### src/rtl/add_seq_ctrl.sv
// Multi-cycle W-bit adder: one shared 16-bit CLA slice walks the operands LSB first.
// Optional signed-overflow output is enabled by defining ADD_SEQ_OVF_EN.

module cla16 (
  input  logic [15:0] A,
  input  logic [15:0] B,
  input  logic        cin,
  output logic        cout,
  output logic [15:0] S
);

  logic [15:0] w_g;
  logic [15:0] w_p;
  logic [15:0] w_c;
  logic [3:0]  w_gg;
  logic [3:0]  w_pp;
  logic [4:0]  w_bc;
  logic [4:0]  w_t;

  // Carries c[4:0] of a 4-bit lookahead group from generate/propagate and carry-in
  function automatic logic [4:0] cla4(input logic [3:0] g, input logic [3:0] p, input logic c0);
    logic [4:0] c;
    c[0] = c0;
    c[1] = g[0] | (p[0] & c0);
    c[2] = g[1] | (p[1] & g[0]) | (p[1] & p[0] & c0);
    c[3] = g[2] | (p[2] & g[1]) | (p[2] & p[1] & g[0]) | (p[2] & p[1] & p[0] & c0);
    c[4] = g[3] | (p[3] & g[2]) | (p[3] & p[2] & g[1]) | (p[3] & p[2] & p[1] & g[0])
         | (p[3] & p[2] & p[1] & p[0] & c0);
    return c;
  endfunction

  // Two-level lookahead: group G/P, group carries, then in-group carries
  always_comb begin
    w_g  = A & B;
    w_p  = A ^ B;
    w_gg = '0;
    w_pp = '0;
    w_c  = '0;
    w_t  = '0;
    for (int k = 0; k < 4; k++) begin
      w_t     = cla4(w_g[4*k +: 4], w_p[4*k +: 4], 1'b0);
      w_gg[k] = w_t[4];
      w_pp[k] = &w_p[4*k +: 4];
    end
    w_bc = cla4(w_gg, w_pp, cin);
    for (int k = 0; k < 4; k++) begin
      w_t            = cla4(w_g[4*k +: 4], w_p[4*k +: 4], w_bc[k]);
      w_c[4*k +: 4]  = w_t[3:0];
    end
  end

  assign S    = w_p ^ w_c;
  assign cout = w_bc[4];

endmodule

module add_seq_ctrl #(
  parameter int unsigned CHUNKS = 2
) (
  input  logic                  clk,
  input  logic                  rst_n,
  input  logic                  start,
  input  logic [16*CHUNKS-1:0]  a,
  input  logic [16*CHUNKS-1:0]  b,
  input  logic                  cin,
  output logic                  ready,
  output logic                  busy,
  output logic                  done,
  output logic [16*CHUNKS-1:0]  sum,
  output logic                  cout
`ifdef ADD_SEQ_OVF_EN
  ,
  output logic                  ovf
`endif
);

  localparam int unsigned W     = 16 * CHUNKS;
  localparam int unsigned IDX_W = (CHUNKS > 1) ? $clog2(CHUNKS) : 1;
  localparam logic [IDX_W-1:0] LAST_IDX = IDX_W'(CHUNKS - 1);

  typedef enum logic [1:0] {
    S_IDLE = 2'd0,
    S_RUN  = 2'd1,
    S_DONE = 2'd2
  } state_t;

  state_t           r_state;
  state_t           w_state_nxt;
  logic             w_accept;
  logic             w_last;
  logic             w_ready_nxt;
  logic             w_busy_nxt;
  logic             w_done_nxt;

  logic [W-1:0]     r_a;
  logic [W-1:0]     r_b;
  logic             r_carry;
  logic [IDX_W-1:0] r_idx;
  logic [W-1:0]     r_sum;
  logic             r_cout;
  logic             r_ready;
  logic             r_busy;
  logic             r_done;

  logic [15:0]      w_a_sl;
  logic [15:0]      w_b_sl;
  logic [15:0]      w_s;
  logic             w_co;

  cla16 u_cla (
    .A    (w_a_sl),
    .B    (w_b_sl),
    .cin  (r_carry),
    .cout (w_co),
    .S    (w_s)
  );

  always_ff @(posedge clk) begin
    if (!rst_n) begin
      r_state <= S_IDLE;
      r_ready <= 1'b1;
      r_busy  <= 1'b0;
      r_done  <= 1'b0;
    end else begin
      r_state <= w_state_nxt;
      r_ready <= w_ready_nxt;
      r_busy  <= w_busy_nxt;
      r_done  <= w_done_nxt;
    end
  end

  // Next state; status flags are registered from the next state so they align with it
  always_comb begin
    w_state_nxt = r_state;
    w_accept    = 1'b0;
    w_last      = 1'b0;
    case (r_state)
      S_IDLE: begin
        if (start) begin
          w_accept    = 1'b1;
          w_state_nxt = S_RUN;
        end
      end
      S_RUN: begin
        if (r_idx == LAST_IDX) begin
          w_last      = 1'b1;
          w_state_nxt = S_DONE;
        end
      end
      S_DONE: begin
        if (start) begin
          w_accept    = 1'b1;
          w_state_nxt = S_RUN;
        end else begin
          w_state_nxt = S_IDLE;
        end
      end
      default: w_state_nxt = S_IDLE;
    endcase
    w_ready_nxt = (w_state_nxt == S_IDLE) || (w_state_nxt == S_DONE);
    w_busy_nxt  = (w_state_nxt == S_RUN);
    w_done_nxt  = (w_state_nxt == S_DONE);
  end

  always_comb begin
    w_a_sl = '0;
    w_b_sl = '0;
    for (int i = 0; i < int'(CHUNKS); i++) begin
      if (r_idx == IDX_W'(i)) begin
        w_a_sl = r_a[16*i +: 16];
        w_b_sl = r_b[16*i +: 16];
      end
    end
  end

  // Results are only written during RUN, so they hold through DONE and IDLE
  always_ff @(posedge clk) begin
    if (!rst_n) begin
      r_a     <= '0;
      r_b     <= '0;
      r_carry <= 1'b0;
      r_idx   <= '0;
      r_sum   <= '0;
      r_cout  <= 1'b0;
    end else if (w_accept) begin
      r_a     <= a;
      r_b     <= b;
      r_carry <= cin;
      r_idx   <= '0;
    end else if (r_state == S_RUN) begin
      r_carry <= w_co;
      r_idx   <= r_idx + IDX_W'(1);
      for (int i = 0; i < int'(CHUNKS); i++) begin
        if (r_idx == IDX_W'(i)) begin
          r_sum[16*i +: 16] <= w_s;
        end
      end
      if (w_last) begin
        r_cout <= w_co;
      end
    end
  end

`ifdef ADD_SEQ_OVF_EN
  logic r_ovf;

  always_ff @(posedge clk) begin
    if (!rst_n) begin
      r_ovf <= 1'b0;
    end else if ((r_state == S_RUN) && w_last) begin
      r_ovf <= (r_a[W-1] == r_b[W-1]) && (w_s[15] != r_a[W-1]);
    end
  end

  assign ovf = r_ovf;
`endif

  assign ready = r_ready;
  assign busy  = r_busy;
  assign done  = r_done;
  assign sum   = r_sum;
  assign cout  = r_cout;

endmodule

### config.mk
export PLATFORM = sky130hd
export DESIGN_NAME = add_seq_ctrl
export DESIGN_NICKNAME = d
export VERILOG_FILES = /design/src/rtl/add_seq_ctrl.sv
export SDC_FILE = /design/constraint.sdc
export NUM_CORES = 1
export LEC_CHECK = 0
export CAP_MARGIN = 20
export CELL_PAD_IN_SITES_DETAIL_PLACEMENT = 1
export CELL_PAD_IN_SITES_GLOBAL_PLACEMENT = 1
export CORE_UTILIZATION = 41
export CTS_BUF_LIST = sky130_fd_sc_hd__clkbuf_16
export CTS_CLUSTER_SIZE = 8
export DETAILED_ROUTE_END_ITERATION = 10
export PLACE_DENSITY = 0.84
export SYNTH_ARGS = -nofsm -noshare
export SYNTH_HDL_FRONTEND = slang
export SYNTH_SLANG_ARGS = --single-unit
### constraint.sdc
create_clock -name clk -period 6.3 [get_ports clk]
set_input_delay 1.26 -clock clk [delete_from_list [all_inputs] [get_ports clk]]
set_output_delay 1.26 -clock clk [all_outputs]
set_load 0.1 [all_outputs]
==> After elaboration in Yosys (flattened, before gate mapping) <==
Cells that the tools add are included.
{ "word_totals": {"ff_bits": 104, "inputBits": 68, "out_inout_bits": 36} }
{ "op_classes": {"addsub": 1, "eq_ne": 4, "mux": 12, "n_bitwise": 124, "reduce_logical": 13} }
{ "op_table": {"columns": ["operator", "count"], "rows": [
  ["bitwise AND 1 bit", 72],
  ["OR 1 bit", 46],
  ["2-to-1 mux 16 bit", 2],
  ["XOR 16 bit", 2],
  ["bitwise AND 16 bit", 1],
  ["AND reduction 4 bit", 4],
  ["AND reduction 3 bit", 3],
  ["2-to-1 mux 1 bit", 7],
  ["case mux 2 bit (3 select lines)", 1],
  ["== test 2 x 1 -> 1 bit, second input constant", 2],
  ["== test 2 bit, second input constant", 2],
  ["logical NOT 2 bit", 2],
  ["2-to-1 mux 2 bit", 2],
  ["OR reduction 2 bit", 2],
  ["inverter 1 bit", 3],
  ["nonzero test 2 bit", 1],
  ["adder 1 bit, second input constant", 1],
  ["logical OR 1 bit", 1]
]} }

==> Depth between registers and ports, before layout <==
Gate-level depths: netlist of the first run.
{ "logic_depth": {"word_depth": 13, "mapped_depth": 14, "ltp_nobuf": 11} }

==> Cells and area by module <==
From an unflattened synthesis of the first run, not the netlist that was laid out.
{ "hier_totals": {"hier_cells": 514, "hier_area_um2": 4893.4} }
{ "modules_own_cells": {"columns": ["module", "n_inst", "cells_each", "area_each_um2", "seq_area_each_um2"], "rows": [
  ["add_seq_ctrl", 1, 425, 4157.7, 2082.0],
  ["cla16", 1, 89, 735.7, 0.0]
]} }

==> Worst setup path after synthesis of the first run <==
OpenSTA, ideal clock, no wires.
{ "synth_path": {"path_type": "register -> register", "startpoint": "reg r_idx", "endpoint": "reg r_sum[13] (netlist: sum[13])", "setup_ns": 0.117, "arrival_ns": 3.189, "required_ns": 6.183, "slack_ns": 2.993, "path_stages_with_launch": 15, "synth_period_minus_slack_ns": 3.307, "path_cell_list": "dfxtp_1 buf_6 clkbuf_1 mux2i_1 inv_1 ha_1 a211oi_4 o21ai_4 and3_1 clkbuf_1 or2_1 fa_1 xnor2_1 nand2_1 o211a_1"} }
{ "synth_via": {"elab_chain_len": 13, "word_cells_on_any_way": 44, "classes_between": "mux: 2; bitwise: 38; reduce/logical: 4"} }
{ "synth_lines": {"columns": ["element", "line_no", "text"], "rows": [
  ["start, declared", "98", "logic [IDX_W-1:0] r_idx;"],
  ["start signal, assigned", "192", "r_idx <= r_idx + IDX_W'(1);"],
  ["2-to-1 mux 16 bit", "169", "if (r_idx == IDX_W'(i)) begin"],
  ["XOR 16 bit or bitwise AND 16 bit (tied branches)", "35, 34", null],
  ["bitwise AND 1 bit", "27", "c[4] = g[3] | (p[3] & g[2]) | (p[3] & p[2] & g[1]) | (p[3] & p[2] & p[1] & g[0])"],
  ["OR 1 bit or bitwise AND 1 bit (tied branches) (2 in a row)", null, null],
  ["OR 1 bit", null, null],
  ["bitwise AND 1 bit", "26", "c[3] = g[2] | (p[2] & g[1]) | (p[2] & p[1] & g[0]) | (p[2] & p[1] & p[0] & c0);"],
  ["OR 1 bit (3 in a row)", "26", null],
  ["bitwise AND 1 bit", "24", "c[1] = g[0] | (p[0] & c0);"],
  ["OR 1 bit", "24", null],
  ["XOR 16 bit", "52", "assign S = w_p ^ w_c;"],
  ["end signal, assigned by index", "195", "r_sum[16*i +: 16] <= w_s;"],
  ["end, declared", "99", "logic [W-1:0] r_sum;"]
]} }
Several ways; a longest one is shown, not always the timed one.
A chain may end at the register's enable or synchronous reset.

==> Final worst setup path of the first run <==
{ "layout_path": {"startpoint": "reg r_idx", "endpoint": "reg r_sum[29] (netlist: sum[29])"} }
The elaborated chain is that of the path after synthesis.

==> impl_metrics.json, run 1 <==
{
  "synthTopCellsByArea": "dfxtp_1 41%, nand2_1 12%, a21boi_1 11%",
  "cts_resized": 0,
  "port_buffers": 103,
  "dr.pass1.iters": 4,
  "clock_latency_ns": 0.35,
  "ys_top_cells_by_count": "166 x nand2_1, 104 x dfxtp_1, 75 x a21boi_1",
  "layout-drive-gt1-share_pct": 5.57,
  "rsz0062_at_grt": "false",
  "area_delta_synth_final_pct": 27.2,
  "finalHoldViolCount": 0,
  "ys_seq_area_share_pct": 41.1,
  "hp-class": "flop to flop",
  "holdBufCountCts": 0,
  "max_freq_mhz": 256,
  "startpoint": "r_idx$_SDFFE_PP0P_",
  "die_height_um": 113,
  "cellLeakagePower_nw": 2.66,
  "reg2reg_depth": 12,
  "avgSynthCellArea_um2": 8.73,
  "setup_tns_ns": 0,
  "drtIter0Drc": 202,
  "hold_depth": 2,
  "async_reset_ff_share_pct": 0,
  "nets": 747,
  "period_share_pct": 62.1,
  "worst_slew_pin_slew_ns": 0.992,
  "antenna_found_initial": 0,
  "p_clk_share_pct": 33.7,
  "row_count": 40,
  "pwr-share-seq_pct": 44.4,
  "grt_pass1_wl_um": 22700,
  "grt_max_degree": 68,
  "pwr-share-comb_pct": 21.8,
  "routedWlPerCell_um": 17.5,
  "synth_nets": 668,
  "synth_seq_cells": 104,
  "internal_power_mw": 1.13,
  "path_class": "flop to flop",
  "power.switching_mw": 0.496,
  "ant_nets": 0,
  "switching_share_pct": 30.5,
  "r2r-start": "r_idx$_SDFFE_PP0P_",
  "clock_sinks": 104,
  "synth_top_area_cell": "dfxtp_1",
  "ctsRootBufferMaster": "clkbuf_16",
  "cpMaxStageDelayCell": "dfxtp_1",
  "cp_cell_sequence": "buf_4 -> mux2i_1 -> inv_1 -> ha_1 -> a211oi_4 -> o21ai_4 -> and3_1 -> or2_1 -> fa_1 -> xnor2_1 -> nand2_1 -> o211a_1",
  "cts_inserted_buffers": 9,
  "grt_overflow_total": 0,
  "hp-start": "r_a[24]$_SDFFE_PN0P_",
  "vias": 4332,
  "cts.reportedPaths.clkPinSlew_ns": 0.07,
  "core_um2": 12000,
  "finalCriticalPeriod_ns": 3.91,
  "status": "completed",
  "dp_slack_ns": 2.48,
  "fillers": 1414,
  "required_ns": 6.54,
  "slew_violations": 0,
  "cp_slowest_stage_delay_ns": 0.76,
  "ir_drop_mv": 0.110,
  "yosys_warnings": 0,
  "dp_hpwl_um": 10400,
  "cts_tree": "done",
  "grt_pass1_vias": 4460,
  "synth_top_flop_cell": "dfxtp_1",
  "gp_congestion": 0.902,
  "grt_usage_pct": 22.9,
  "drt_wl_total_um": 14200,
  "power_density_nw_per_um2": 253,
  "skew_ns": 0.0115,
  "synth_edf_count": 0,
  "vias_per_cell": 5.34,
  "worst-path-max-fanout": 23,
  "syn_area_um2": 5060,
  "cts_max_path_buffers": 2,
  "worstPathArrival_ns": 4.15,
  "post-cts-setup-buffers": 0,
  "initial_core_util_pct": 42.1,
  "cts_htree_levels": 3,
  "fp.dieW_um": 113,
  "startpoint_type": "flop",
  "synth_top_area_share_pct": 41.1,
  "maxCapViolCount": 0,
  "slew_headroom_pct": 33.6,
  "synth_cell_types": 51,
  "synth.most_common_cell": "nand2_1",
  "finalSetupViolCount": 0,
  "io_pins": 104,
  "reg2reg_slack_ns": 2.39,
  "setup_ws_ns": 2.39,
  "syn-instance-count": 580,
  "diodes": 0,
  "end_kind": "flop",
  "drc": 0,
  "die_area_um2": 12800
}
==> power groups by stage <==
stage,Combinational (mW),Sequential [mW],Clock (mW)
after floorplan,0.165,0.805,0
after global placement,0.340,0.737,0
after detailed placement,0.351,0.738,0
after CTS,0.355,0.724,0.557
after global routing,0.381,0.727,0.587
final,0.356,0.724,0.550
==> sequential cells by signal (all words and copies together), names as in the netlist <==
register	cells
r_state	2
r_b	32
ready	1
sum	32
r_idx	1
done	1
busy	1
cout	1
r_a	32
r_carry	1
==> cells in the final DEF (no fill, tap or decap), types with 6 or more instances in the layout <==
master	count
inv_1	8
nand3_1	13
clkdlybuf4s50_1	102
mux2_1	30
ha_1	16
dfxtp_1	104
nand2_1	166
a31oi_1	6
o211ai_1	10
nor2_1	10
a21boi_1	75
clkbuf_16	9
nand4_1	6
a21oi_1	11
o211a_1	8
==> logic make-up (layout without fill, tap and decap cells) <==
family | after synthesis | count (layout) | synth area share (%)
simple gates | 227 | 227 | 19.3
compound gates | 142 | 142 | 21.6
flops | 104 | 104 | 41.1
buf+inv | 48 | 132 | 4.13
mux | 32 | 32 | 7.07
fa+ha+maj | 20 | 20 | 5.54
xor+xnor | 7 | 7 | 1.21
==> worst paths after layout <==
| path | end |
|---|---|
| min | r_a[24]$_SDFFE_PN0P_ |
| max reg2reg | sum[29]$_SDFFE_PN0P_ |
| min reg2reg | r_a[24]$_SDFFE_PN0P_ |
| max | sum[29]$_SDFFE_PN0P_ |
==> final cells by class <==
class	instances	area (um2)	area share [%]
clock buffers	9	225	3.50
clock inverters	7	62.6	0.971
flip-flops and latches	104	2080	32.3
well taps	147	184	2.86
repair buffers	108	1080	16.7
inverters	8	30.0	0.466
multi-input cells	428	2780	43.2
==> worst max-delay path, delay by kind of cell (launching register included) <==
kind            cells  cell delay (ns)
simple gates        3             0.56
buf+inv             2             0.52
flops               1             0.76
compound gates      3             0.62
xor+xnor            1             0.23
mux                 1             0.35
fa+ha+maj           2             0.73
==> metal layers <==
layer,vias up,GRT usage (%),routed length (um)
li1,2142,-,-
met2,88,39.9,7000
met3,28,2.79,406
met5,-,0,0
met1,2074,27.8,6310
met4,0,11.3,466
==> through the flow <==
| step | total power, mW | hold WS, ns | utilization, % | instances | area (um2) |
|---|---|---|---|---|---|
| final | 1.63 | 0.453 | 53.6 | 811 | 6440 |
| after global routing | 1.69 | 0.474 | 53.6 | 811 | 6440 |
| after CTS | 1.64 | 0.456 | 53.4 | 810 | 6420 |
| after detailed placement | 1.09 | 0.445 | 51.1 | 794 | 6130 |
| after global placement | 1.08 | 0.443 | 51.1 | 794 | 6130 |
| after floorplan | 0.970 | 0.431 | - | 580 | 5060 |
(Power assumes the default switching activity.)
==> run 2: changes to the inputs <==
Settings changed: CORE_UTILIZATION 41 to 35, PLACE_DENSITY 0.84 to 0.76.
Clock period 6.3 ns to 3.4 ns, I/O delays scaled along.
==> run 2 against run 1 <==
Final cell count rose by 4.4%. Via count barely moved. Sequential power rose by 85%. Clock skew fell by 0.0052 ns. Setup slack got worse by 2.2 ns. Largest cell class unchanged. Clock power rose by 85%. Combinational power rose by 86%. Core utilization fell by 7.6 points. Cell area barely moved. Routed wire length rose by 1.6%. Sequential share of layout area barely moved.
==> impl_metrics.json, run 2 (same netlist as run 1, synthesis figures left out) <==
{
  "status": "completed",
  "drt_wl_total_um": 14400,
  "io_pins": 104,
  "core_um2": 14000,
  "utilization_pct": 46.0,
  "fillers": 1653,
  "drtIter0Drc": 182,
  "maxCapViolCount": 0,
  "diodes": 0,
  "grt_max_degree": 62,
  "worst-path-max-fanout": 26,
  "grt_overflow_total": 0,
  "end_kind": "flop",
  "skew_ns": 0.00639,
  "startpoint_type": "flop",
  "finalHoldViolCount": 0,
  "routedWlPerCell_um": 17.0,
  "die_area_um2": 14900,
  "clock_latency_ns": 0.36,
  "cpLargestDelayFamily": "compound AO/OA/AOI/OAI gates",
  "initial_core_util_pct": 36.2,
  "finalPower_mw": 3.02,
  "area_delta_synth_final_pct": 27.2,
  "gp_congestion": 0.906,
  "setup_tns_ns": 0,
  "ant_nets": 0,
  "finalSetupViolCount": 0,
  "cp_cell_sequence": "buf_12 -> mux2_1 -> ha_1 -> a21oi_1 -> o21ai_4 -> a21o_2 -> or2_1 -> fa_1 -> xnor2_1 -> nand2_1 -> o211a_1",
  "finalHoldWorstSlack_ns": 0.453,
  "dp_slack_ns": 0.185,
  "dp_hpwl_um": 11100,
  "hp-class": "flop to flop",
  "final-instance-count-excl-fill": 847,
  "grt_pass1_vias": 4439,
  "cts_htree_levels": 3,
  "drc": 0,
  "layout-drive-gt1-share_pct": 11.5,
  "dp_cells": 831,
  "port_buffers": 103,
  "post-cts-setup-buffers": 0,
  "layout_common_cells": "166 x nand2_1, 104 x dfxtp_1, 75 x a21boi_1, 68 x clkdlybuf4s50_1, 41 x buf_4",
  "cts_inserted_buffers": 9,
  "grt_pass1_wl_um": 22400,
  "slew_headroom_pct": 34.9,
  "vias_per_cell": 5.11,
  "cts.reportedPaths.clkPinSlew_ns": 0.07,
  "fp.dieW_um": 122,
  "period_share_pct": 94.5,
  "die_height_um": 122,
  "nets": 750,
  "slew_violations": 0,
  "worstPathArrival_ns": 3.46,
  "mostFrequentLayoutCell": "nand2_1",
  "required_ns": 3.65,
  "worst-path-buf-inv": 1,
  "path_class": "flop to flop",
  "dr.pass1.iters": 5,
  "max_freq_mhz": 311,
  "finalCriticalPeriod_ns": 3.21,
  "cp_slowest_stage_delay_ns": 0.39,
  "row_count": 43,
  "cpMaxStageDelayCell": "dfxtp_1",
  "vias": 4329,
  "antenna_found_initial": 0,
  "ir_drop_mv": 0.267,
  "holdBufCountCts": 0,
  "clock_sinks": 104,
  "power_density_nw_per_um2": 469,
  "grt_usage_pct": 19.9,
  "cellLeakagePower_nw": 2.73,
  "rsz0062_at_grt": "false",
  "cts_resized": 0,
  "ctsRootBufferMaster": "clkbuf_16",
  "cts_max_path_buffers": 2,
  "finalInstanceArea_um2": 6440,
  "setup_ws_ns": 0.186,
  "cts_tree": "done",
  "placed_area_um2": 6130,
  "worst_slew_pin_slew_ns": 0.973
}
==> run 2: changes by cell type in the layout (fill, tap and decap cells not counted) <==
cell,delta
mux2i_2,+1
clkdlybuf4s50_1,-34
buf_4,+37
clkinv_1,-1
clkinvlp_4,+2
inv_6,-1
mux2i_1,-2
mux2i_4,+1
==> run 2: worst paths after layout <==
| check | from | endpoint | slack, ns | cells after the start |
|---|---|---|---|---|
| worst max register to register | r_idx$_SDFFE_PP0P_ | sum[29]$_SDFFE_PN0P_ | 0.19 | 11 |
| worst max-delay path | r_idx$_SDFFE_PP0P_ | sum[29]$_SDFFE_PN0P_ | 0.19 | 11 |
| worst min-delay path | r_a[4]$_SDFFE_PN0P_ | r_a[4]$_SDFFE_PN0P_ | 0.45 | 2 |
| worst min register to register | r_a[4]$_SDFFE_PN0P_ | r_a[4]$_SDFFE_PN0P_ | 0.45 | 2 |
==> run 2: layout make-up <==
cell class	count	area [um2]	share of cell area [%]
clock buffer	9	225	3.50
clock inverter	7	65.1	1.01
inverter	8	30.0	0.466
multi-input combinational	428	2800	43.4
sequential	104	2080	32.3
tap	180	225	3.50
timing repair buffer	111	1010	15.7
==> run 2: report_power, final <==
| group | switching, mW | internal (mW) |
|---|---|---|
| combinational | 0.421 | 0.242 |
| sequential | 0.0478 | 1.29 |
| clock | 0.456 | 0.564 |
==> run 2: layer usage <==
layer  share of wire [%]  global-route usage, %  up-vias
li1                    -                      -     2155
met1                  45                   24.5     2057
met2                  48                   33.7       95
met3                 4.2                   4.37       22
met4                 2.7                   8.08        0
met5                   0                      0        -
==> run 2: worst register-to-register path, delay by kind of cell, from the launching register on <==
| family | cells | cell delay (ns) |
|---|---|---|
| compound gates | 4 | 0.87 |
| mux | 1 | 0.36 |
| buf+inv | 1 | 0.21 |
| flops | 1 | 0.39 |
| xor+xnor | 1 | 0.20 |
| fa+ha+maj | 2 | 0.75 |
| simple gates | 2 | 0.31 |
==> run 3: changes to the inputs <==
Settings changed: CELL_PAD_IN_SITES_GLOBAL_PLACEMENT 1 to 2, CORE_UTILIZATION 35 to 28, MAX_ROUTING_LAYER from default to met4.
==> run 3 against run 2 <==
Non-clock buffer count increased by 3. First-iteration DRC count rose by 0.55%. Setup slack gained 0.0071 ns. Core utilization decreased by 8.8 points. Flip-flop and latch count unchanged. Largest power group unchanged. Highest routed layer unchanged.
==> impl_metrics.json, run 3 (same netlist as run 1, synthesis figures left out) <==
{
  "finalInstanceArea_um2": 6500,
  "finalHoldViolCount": 0,
  "max_freq_mhz": 312,
  "finalHoldWorstSlack_ns": 0.454,
  "die_area_um2": 18600,
  "worst_slew_pin_slew_ns": 0.970,
  "worst-path-max-fanout": 16,
  "setup_tns_ns": 0,
  "io_pins": 104,
  "finalCriticalPeriod_ns": 3.21,
  "area_delta_synth_final_pct": 28.4,
  "layout-drive-gt1-share_pct": 12.0,
  "slew_violations": 0,
  "vias_per_cell": 4.90,
  "gp_congestion": 0.847,
  "core_um2": 17500,
  "ant_nets": 0,
  "initial_core_util_pct": 29.0,
  "mostFrequentLayoutCell": "nand2_1",
  "diodes": 0,
  "ir_drop_mv": 0.273,
  "placed_area_um2": 6200,
  "grt_usage_pct": 18.0,
  "status": "completed",
  "grt_overflow_total": 0,
  "drt_wl_total_um": 15600,
  "cpLargestDelayFamily": "adder cells",
  "required_ns": 3.65,
  "cp_slowest_stage_delay_ns": 0.41,
  "cpMaxStageDelayCell": "dfxtp_2",
  "power_density_nw_per_um2": 458,
  "worst-path-buf-inv": 2,
  "row_count": 48,
  "startpoint_type": "flop",
  "finalSetupViolCount": 0,
  "fp.dieW_um": 136,
  "antenna_found_initial": 0,
  "dr.pass1.iters": 4,
  "layout_common_cells": "166 x nand2_1, 103 x dfxtp_1, 75 x a21boi_1, 68 x clkdlybuf4s50_1, 43 x buf_4",
  "clock_latency_ns": 0.36,
  "cp_cell_sequence": "buf_12 -> mux2i_2 -> inv_1 -> ha_1 -> a211oi_4 -> o21ai_4 -> and3_1 -> or2_1 -> fa_1 -> xnor2_1 -> nand2_1 -> o211a_1",
  "fillers": 2007,
  "drc": 0,
  "cts_resized": 0,
  "holdBufCountCts": 0,
  "cts.reportedPaths.clkPinSlew_ns": 0.07,
  "dp_hpwl_um": 12100,
  "drtIter0Drc": 183,
  "path_class": "flop to flop",
  "skew_ns": 0.00775,
  "cts_inserted_buffers": 9,
  "port_buffers": 103,
  "clock_sinks": 104,
  "hp-class": "flop to flop",
  "slew_headroom_pct": 35.1,
  "cts_htree_levels": 3,
  "ctsRootBufferMaster": "clkbuf_16",
  "period_share_pct": 94.3,
  "grt_pass1_wl_um": 24200,
  "rsz0062_at_grt": "false",
  "maxCapViolCount": 0,
  "post-cts-setup-buffers": 0,
  "nets": 753,
  "end_kind": "flop",
  "cts_tree": "done",
  "cts_max_path_buffers": 2,
  "routedWlPerCell_um": 17.5,
  "die_height_um": 136,
  "cellLeakagePower_nw": 2.74,
  "grt_pass1_vias": 4592,
  "worstPathArrival_ns": 3.46,
  "grt_max_degree": 59,
  "vias": 4378,
  "finalPower_mw": 2.97
}
## run 3: changes by cell type in the layout (fill, tap and decap cells not counted), moves of 2 or more
cell / change
clkinvlp_4: -3
buf_4: +2
clkinv_4: +2
inv_1: -2
## run 3: cell type report
cell class / instances / area, um2 / area share (%)
Timing Repair Buffer: 114 / 1050 / 16.2
Multi-Input combinational cell: 428 / 2790 / 42.9
Clock buffer: 9 / 225 / 3.47
Clock inverter: 5 / 35.0 / 0.539
Inverter: 8 / 30.0 / 0.462
Sequential cell: 104 / 2080 / 32.1
Tap cell: 225 / 282 / 4.33
## run 3: where the power goes
group / switching, mW / total (mW) / internal, mW
clock: 0.469 / 0.959 / 0.490
sequential: 0.0514 / 1.34 / 1.29
combinational: 0.424 / 0.673 / 0.249
## run 3: layer usage
| metal | GRT usage [%] | part of all wire, % | vias up |
|---|---|---|---|
| met5 | - | 0 | - |
| met4 | 7.04 | 2.6 | 0 |
| met3 | 3.91 | 3.8 | 25 |
| met2 | 29.3 | 48 | 88 |
| met1 | 21.4 | 46 | 2114 |
| li1 | - | - | 2151 |
## run 3: tightest hold or removal path: cells and delay by family (launching register included)
kind             cells  cell delay (ns)
AND/OR/NAND/NOR      1             0.05
AO/OA/AOI/OAI        1             0.05
flip-flops           1             0.31
## run 3: final timing paths
check / startpoint / end / slack, ns / depth (start not counted)
worst min register to register: r_b[18]$_SDFFE_PN0P_ / r_b[18]$_SDFFE_PN0P_ / 0.45 / 2
worst max-delay path: r_idx$_SDFFE_PP0P_ / sum[29]$_SDFFE_PN0P_ / 0.19 / 12
worst max register to register: r_idx$_SDFFE_PP0P_ / sum[29]$_SDFFE_PN0P_ / 0.19 / 12
worst min-delay path: r_b[18]$_SDFFE_PN0P_ / r_b[18]$_SDFFE_PN0P_ / 0.45 / 2
## run 3: stage by stage
stage | instances | utilization [%] | setup WS [ns]
5_1_grt | 893 | 37.2 | 0.0147
4_1_cts | 892 | 37.0 | 0.0875
3_5_place_dp | 878 | 35.5 | 0.110
6_report | 893 | 37.2 | 0.193
2_1_floorplan | 580 | - | 0.0934
3_3_place_gp | 878 | 35.5 | 0.236
